## src/rtl/dir_cmd_queue_if.sv

```systemverilog
// Bundle between the PS/2 byte source / game FSM and the direction command queue.
// The queue itself connects through the slave modport; the driver side uses master.
interface dir_cmd_queue_if #(
    parameter int DEPTH = 4
) ();
    logic [7:0]             scancode;
    logic                   scancode_valid;
    logic                   pop;
    logic                   clear;
    logic [1:0]             direction;
    logic [$clog2(DEPTH):0] queue_count;
    logic                   overflow;

    modport master (
        output scancode, scancode_valid, pop, clear,
        input  direction, queue_count, overflow
    );

    modport slave (
        input  scancode, scancode_valid, pop, clear,
        output direction, queue_count, overflow
    );
endinterface

```

## src/rtl/dir_cmd_queue.sv

```systemverilog
// Set-2 scancode parser feeding a filtered FIFO of snake direction commands.
// Define DIR_WASD_EN to also accept non-extended W/A/S/D; default is arrow keys only.
module dir_cmd_queue #(
    parameter int         DEPTH    = 4,
    parameter logic [1:0] INIT_DIR = 2'b11
) (
    input  logic          clk,
    input  logic          rstn,
    dir_cmd_queue_if.slave bus
);
    localparam int PTR_W = $clog2(DEPTH);
    localparam int CNT_W = PTR_W + 1;
    localparam logic [CNT_W-1:0] FULL_CNT = CNT_W'(DEPTH);

    typedef enum logic [1:0] {S_IDLE, S_EXT, S_BRK, S_EXT_BRK} state_t;

    state_t           state, state_nxt;
    logic             cand_vld;
    logic [1:0]       cand;
    logic [1:0]       fifo [DEPTH];
    logic [PTR_W-1:0] rd_ptr, wr_ptr, tail_ptr;
    logic [CNT_W-1:0] count;
    logic [1:0]       dir_q, ref_dir;
    logic             ovf_q;
    logic             accept, do_pop, do_push, ovf_now;

    always_comb begin
        state_nxt = state;
        cand_vld  = 1'b0;
        cand      = 2'b00;
        if (bus.scancode_valid) begin
            case (state)
                S_IDLE: begin
                    case (bus.scancode)
                        8'hE0: state_nxt = S_EXT;
                        8'hF0: state_nxt = S_BRK;
`ifdef DIR_WASD_EN
                        8'h1D: begin cand_vld = 1'b1; cand = 2'b00; end
                        8'h1B: begin cand_vld = 1'b1; cand = 2'b01; end
                        8'h1C: begin cand_vld = 1'b1; cand = 2'b10; end
                        8'h23: begin cand_vld = 1'b1; cand = 2'b11; end
`else
`endif
                        default: state_nxt = S_IDLE;
                    endcase
                end
                S_EXT: begin
                    state_nxt = S_IDLE;
                    case (bus.scancode)
                        8'hF0: state_nxt = S_EXT_BRK;
                        8'hE0: state_nxt = S_EXT;
                        8'h75: begin cand_vld = 1'b1; cand = 2'b00; end
                        8'h72: begin cand_vld = 1'b1; cand = 2'b01; end
                        8'h6B: begin cand_vld = 1'b1; cand = 2'b10; end
                        8'h74: begin cand_vld = 1'b1; cand = 2'b11; end
                        default: state_nxt = S_IDLE;
                    endcase
                end
                default: state_nxt = S_IDLE;
            endcase
        end
    end

    // Filter against the newest pending command so fast sequences chain correctly;
    // the reference is sampled before any same-cycle pop.
    assign tail_ptr = wr_ptr - PTR_W'(1);
    assign ref_dir  = (count != '0) ? fifo[tail_ptr] : dir_q;
    assign accept   = cand_vld && (cand != ref_dir) && (cand != (ref_dir ^ 2'b01));
    assign do_pop   = bus.pop && (count != '0) && !bus.clear;
    assign do_push  = accept && ((count != FULL_CNT) || do_pop) && !bus.clear;
    assign ovf_now  = accept && (count == FULL_CNT) && !do_pop && !bus.clear;

    always_ff @(posedge clk) begin
        if (do_push)
            fifo[wr_ptr] <= cand;
    end

    always_ff @(posedge clk or negedge rstn) begin
        if (!rstn) begin
            state  <= S_IDLE;
            rd_ptr <= '0;
            wr_ptr <= '0;
            count  <= '0;
            dir_q  <= INIT_DIR;
            ovf_q  <= 1'b0;
        end else if (bus.clear) begin
            state  <= S_IDLE;
            rd_ptr <= '0;
            wr_ptr <= '0;
            count  <= '0;
            dir_q  <= INIT_DIR;
            ovf_q  <= 1'b0;
        end else begin
            state <= state_nxt;
            ovf_q <= ovf_now;
            if (do_pop) begin
                dir_q  <= fifo[rd_ptr];
                rd_ptr <= rd_ptr + PTR_W'(1);
            end
            if (do_push)
                wr_ptr <= wr_ptr + PTR_W'(1);
            if (do_push && !do_pop)
                count <= count + CNT_W'(1);
            else if (do_pop && !do_push)
                count <= count - CNT_W'(1);
        end
    end

    assign bus.direction   = dir_q;
    assign bus.queue_count = count;
    assign bus.overflow    = ovf_q;
endmodule

```

## src/flat_wrapper.sv

```systemverilog
// flat-port wrapper written by rule: the top's interface ports become plain ports
module dir_cmd_queue_flat 
#(
    parameter int         DEPTH    = 4,
    parameter logic [1:0] INIT_DIR = 2'b11
)
  (clk, rstn, bus_scancode, bus_scancode_valid, bus_pop, bus_clear, bus_direction, bus_queue_count, bus_overflow);
  dir_cmd_queue_if #(.DEPTH(DEPTH)) bus_i ();
  input  logic clk;
  input  logic rstn;
  input wire logic [$bits(bus_i.scancode)-1:0] bus_scancode;
  input wire logic [$bits(bus_i.scancode_valid)-1:0] bus_scancode_valid;
  input wire logic [$bits(bus_i.pop)-1:0] bus_pop;
  input wire logic [$bits(bus_i.clear)-1:0] bus_clear;
  output wire logic [$bits(bus_i.direction)-1:0] bus_direction;
  output wire logic [$bits(bus_i.queue_count)-1:0] bus_queue_count;
  output wire logic [$bits(bus_i.overflow)-1:0] bus_overflow;
  assign bus_i.scancode = bus_scancode;
  assign bus_i.scancode_valid = bus_scancode_valid;
  assign bus_i.pop = bus_pop;
  assign bus_i.clear = bus_clear;
  assign bus_direction = bus_i.direction;
  assign bus_queue_count = bus_i.queue_count;
  assign bus_overflow = bus_i.overflow;
  dir_cmd_queue #(.DEPTH(DEPTH), .INIT_DIR(INIT_DIR)) u_core (.clk(clk), .rstn(rstn), .bus(bus_i));
endmodule
```

## config.mk

```make
export PLATFORM = sky130hd
export DESIGN_NAME = dir_cmd_queue_flat
export DESIGN_NICKNAME = d
export VERILOG_FILES = /design/src/rtl/dir_cmd_queue_if.sv /design/src/rtl/dir_cmd_queue.sv /design/src/flat_wrapper.sv
export SDC_FILE = /design/constraint.sdc
export NUM_CORES = 1
export LEC_CHECK = 0
export BUFFER_PORTS_ARGS = -buffer_cell sky130_fd_sc_hd__buf_2
export CAP_MARGIN = 10
export CORE_MARGIN = 2
export CORE_UTILIZATION = 50
export DETAILED_ROUTE_END_ITERATION = 8
export PLACE_DENSITY = 0.74
export SLEW_MARGIN = 30
export SYNTH_ARGS = -nofsm -noshare
export SYNTH_HDL_FRONTEND = slang
export SYNTH_SLANG_ARGS = --single-unit
```

## constraint.sdc

```tcl
create_clock -name clk -period 2.62 [get_ports clk]
set_input_delay 0.131 -clock clk [delete_from_list [all_inputs] [get_ports clk]]
set_output_delay 0.131 -clock clk [all_outputs]
set_load 0.01 [all_outputs]
```

==> impl_metrics.py <==
metrics = {
    "global_route": {
        "grt_pass1_wl_um": 4750,
        "grtUsageMet1_pct": 27.0,
        "grt_use_met3_pct": 6.28,
        "grt_busiest_layer": "met2",
        "grt_pass1_vias": 1049,
        "grt_util_met2_pct": 41.7,
        "grt_start_max_net_pins": 24,
        "antenna_found_initial": 0,
        "grtUsageTotal_pct": 22.9,
        "overflow": 0,
    },
    "timing": {
        "fmax_ghz": 0.391,
        "finalClockSkew_ps": 11.4,
        "finalHoldViolCount": 0,
        "fin_tns_setup_ps": 0,
        "worst_pin_slew_ps": 488,
        "drv_slew": 0,
        "setup_violations": 0,
        "fin_ws_ps": 63.2,
        "fin_crit_ps": 2560,
        "period_share_pct": 97.6,
        "rsz0062_at_grt": "yes",
        "relSlewSlack_pct": 67.0,
    },
    "synthesis": {
        "synth_top_family_by_area": "simple AND/OR/NAND/NOR gates",
        "ys_seq_elements": 20,
        "syn_nets": 136,
        "synth-xor-area-share_pct": 2.04,
        "synthMuxAreaShare_pct": 8.07,
        "synth_cells": 118,
        "syn_area_per_cell_um2": 10.9,
        "synth_fa_ha_area_share_pct": 5.45,
        "yosys_warnings": 0,
        "synth_compound_area_share_pct": 9.44,
        "yosys.area_share.simple_pct": 30.1,
        "netlist_area_mm2": 0.00129,
        "ys_types": 49,
        "seq_area_frac_synth_pct": 42.2,
    },
    "job": {
        "drv_cap": 0,
    },
    "clock_network": {
        "numCtsBuffers": 3,
        "clk_latency_ps": 310,
        "clk_path_buf_depth": 2,
        "root_buffer": "clkbuf_4",
        "htreeDepth": 1,
        "clock-sinks": 20,
        "clkTransAtPathRegs_ps": 130,
        "cts_tree": "done",
    },
    "finish": {
        "area_growth_pct": 25.0,
        "mostFrequentLayoutCells": "18 x buf_2, 13 x buf_4, 12 x nor2_1",
        "layout_commonest_cell": "buf_2",
        "fin_util_pct": 65.5,
        "nNetsFinal": 168,
        "antenna_cells": 0,
        "drive_gt1_share_pct": 38.9,
        "final_area_mm2": 0.00161,
    },
    "route": {
        "wirelength_um": 2820,
        "routedWlPerCell_um": 15.7,
        "drt_iter0_markers": 20,
        "routed-via-count": 1028,
        "firstDrtPassIters": 4,
        "drc": 0,
        "ant_nets": 0,
        "via_per_inst": 5.74,
    },
    "outcome": {
        "status": "complete, no violations",
    },
    "placed_design": {
        "place.gp.congestion": 0.799,
        "postPlaceCellArea_mm2": 0.00153,
        "io_buffer_count": 18,
        "post-dp-hpwl_um": 2150,
        "pre_cts_ws_ps": -121,
    },
    "critical_path": {
        "critical_path_class": "flop to flop",
        "reg2reg_from": "u_core.wr_ptr[0]",
        "reg2reg_to": "u_core.bus.queue_count[1]",
        "startpoint_type": "flop",
        "worst-r2r-cell-count": 10,
        "worstPathArrival_ps": 2800,
        "r2r_slack_ps": 60,
        "cp.required_ps": 2860,
        "crit_path_end_kind": "flop",
        "cp_max_fo": 3,
    },
    "die": {
        "initial_core_util_pct": 52.4,
        "rows": 18,
        "die_y_um": 54.7,
        "die_w_um": 54.7,
        "io_pins": 19,
        "core_area_mm2": 0.00245,
        "die-area_mm2": 0.00299,
    },
    "min_path": {
        "hold_class": "input pin to flop",
        "min_from": "bus_scancode[4]",
        "hold_end": "u_core.state[1]",
        "hold_depth": 2,
    },
    "pwr": {
        "power_density_mw_per_mm2": 458,
        "ir_drop_uv": 552,
        "power_mw": 0.736,
        "leakage_nw": 0.657,
    },
}
cell families after synthesis:
logic type,count (synthesis)
adders and majority gates,5
AOI/OAI and AO/OA,16
buffers and inverters,9
xor gates and xnor gates,3
DFF,20
muxes,6
and+or+nand+nor,59
timing repair:
| item | 4_1_cts | 5_1_grt |
|---|---|---|
| pin swaps | 3 | 0 |
| hold buffers | 1 | 0 |
| setup endpoints to repair | 2 | 2 |
| gates resized for setup | 2 | 0 |
| gates cloned | 0 | 0 |
| hold endpoints to repair | 12 | 0 |
| buffers inserted | 1 | 1 |
worst max-delay path by stage:
| stage | endpoint | cells past startpoint | from |
|---|---|---|---|
| final | u_core.bus.queue_count[1] | 10 | u_core.wr_ptr[0] |
| after detailed placement | u_core.bus.queue_count[1] | 11 | u_core.wr_ptr[0] |
| after floorplan | u_core.bus.queue_count[1] | 11 | u_core.wr_ptr[0] |
| after global routing | u_core.bus.queue_count[1] | 11 | u_core.wr_ptr[0] |
| after global placement | u_core.bus.queue_count[1] | 11 | u_core.wr_ptr[0] |
| after CTS | u_core.bus.queue_count[1] | 11 | u_core.wr_ptr[1] |
critical path, cell delays in order, from the launching register on:
cell      delay [ps]
dfrtp_1          380
buf_4            130
mux4_2           520
nand2_4          110
and4bb_4         260
nor2_4            50
nor4_4           140
fa_2             490
o31ai_2          190
o21ai_1           90
a21oi_1          120
sequential cells by signal, summed over array words and instances, names as in the netlist:
| register | count |
|---|---|
| u_core.state | 2 |
| u_core.rd_ptr | 2 |
| u_core.bus.overflow | 1 |
| u_core.wr_ptr | 2 |
| u_core.fifo | 8 |
| u_core.bus.queue_count | 3 |
| u_core.bus.direction | 2 |
report_power, final:
part	total [mW]	internal, mW	switching, mW	leakage [nW]
registers	0.343	0.334	0.00883	0.235
clock network	0.255	0.155	0.100	0.0279
logic	0.138	0.0595	0.0784	0.395
total	0.736	0.548	0.188	0.657
stage by stage:
| step | hold WS, ps | std cells |
|---|---|---|
| floorplan | -165 | 118 |
| global placement | 26.9 | 172 |
| detailed placement | 30.8 | 172 |
| CTS | 97.7 | 178 |
| global route | 113 | 179 |
| finish | 105 | 179 |
synthesized netlist by cell type, drive strengths merged:
| master | n | area share (%) |
|---|---|---|
| a32oi | 1 | 0.68 |
| dfstp | 2 | 4.1 |
| nand4b | 1 | 0.68 |
| nand3b | 5 | 2.9 |
| o211ai | 1 | 0.58 |
| inv | 4 | 1.2 |
| nor4 | 1 | 0.49 |
| nand2b | 4 | 1.9 |
| nor4b | 6 | 6.0 |
| o2111ai | 1 | 0.68 |
| o31a | 1 | 0.68 |
| and4b | 1 | 0.78 |
| edfxtp | 8 | 19 |
| clkbuf | 3 | 0.88 |
| nor2 | 13 | 4.4 |
| nor4bb | 1 | 0.78 |
| mux4 | 3 | 5.3 |
| mux2i | 1 | 0.78 |
| dfrtp | 10 | 19 |
| xor2 | 1 | 0.68 |
| buf | 2 | 0.68 |
| nand2 | 12 | 3.7 |
| or3 | 1 | 0.49 |
| nor2b | 2 | 0.97 |
| a22o | 1 | 0.68 |
| and4bb | 1 | 1.3 |
| xnor2 | 2 | 1.4 |
| o31ai | 1 | 0.58 |
| a21oi | 4 | 1.8 |
| nor3 | 7 | 3.1 |
| nor3b | 1 | 0.58 |
| o21ai | 2 | 0.78 |
| ha | 4 | 3.9 |
| and3b | 1 | 0.68 |
| fa | 1 | 1.6 |
| mux2 | 2 | 2.0 |
| nand4bb | 1 | 0.88 |
| a22oi | 1 | 0.58 |
| nand3 | 1 | 0.39 |
| a211oi | 1 | 0.97 |
| a211o | 2 | 1.4 |
per-layer routing:
metal,vias to the layer above,wire (µm)
met1,513,1240
met5,-,0
met4,0,10
met3,2,70
li1,501,-
met2,12,1500
cell type report:
type | instances | area [µm²]
inverters | 4 | 15.0
clock inverters | 1 | 30.0
well taps | 30 | 37.5
clock buffers | 3 | 22.5
fillers | 198 | 847
flip-flops and latches | 20 | 543
multi-input cells | 89 | 762
repair buffers | 32 | 198
Note: power is estimated with default switching activity, not from simulation.
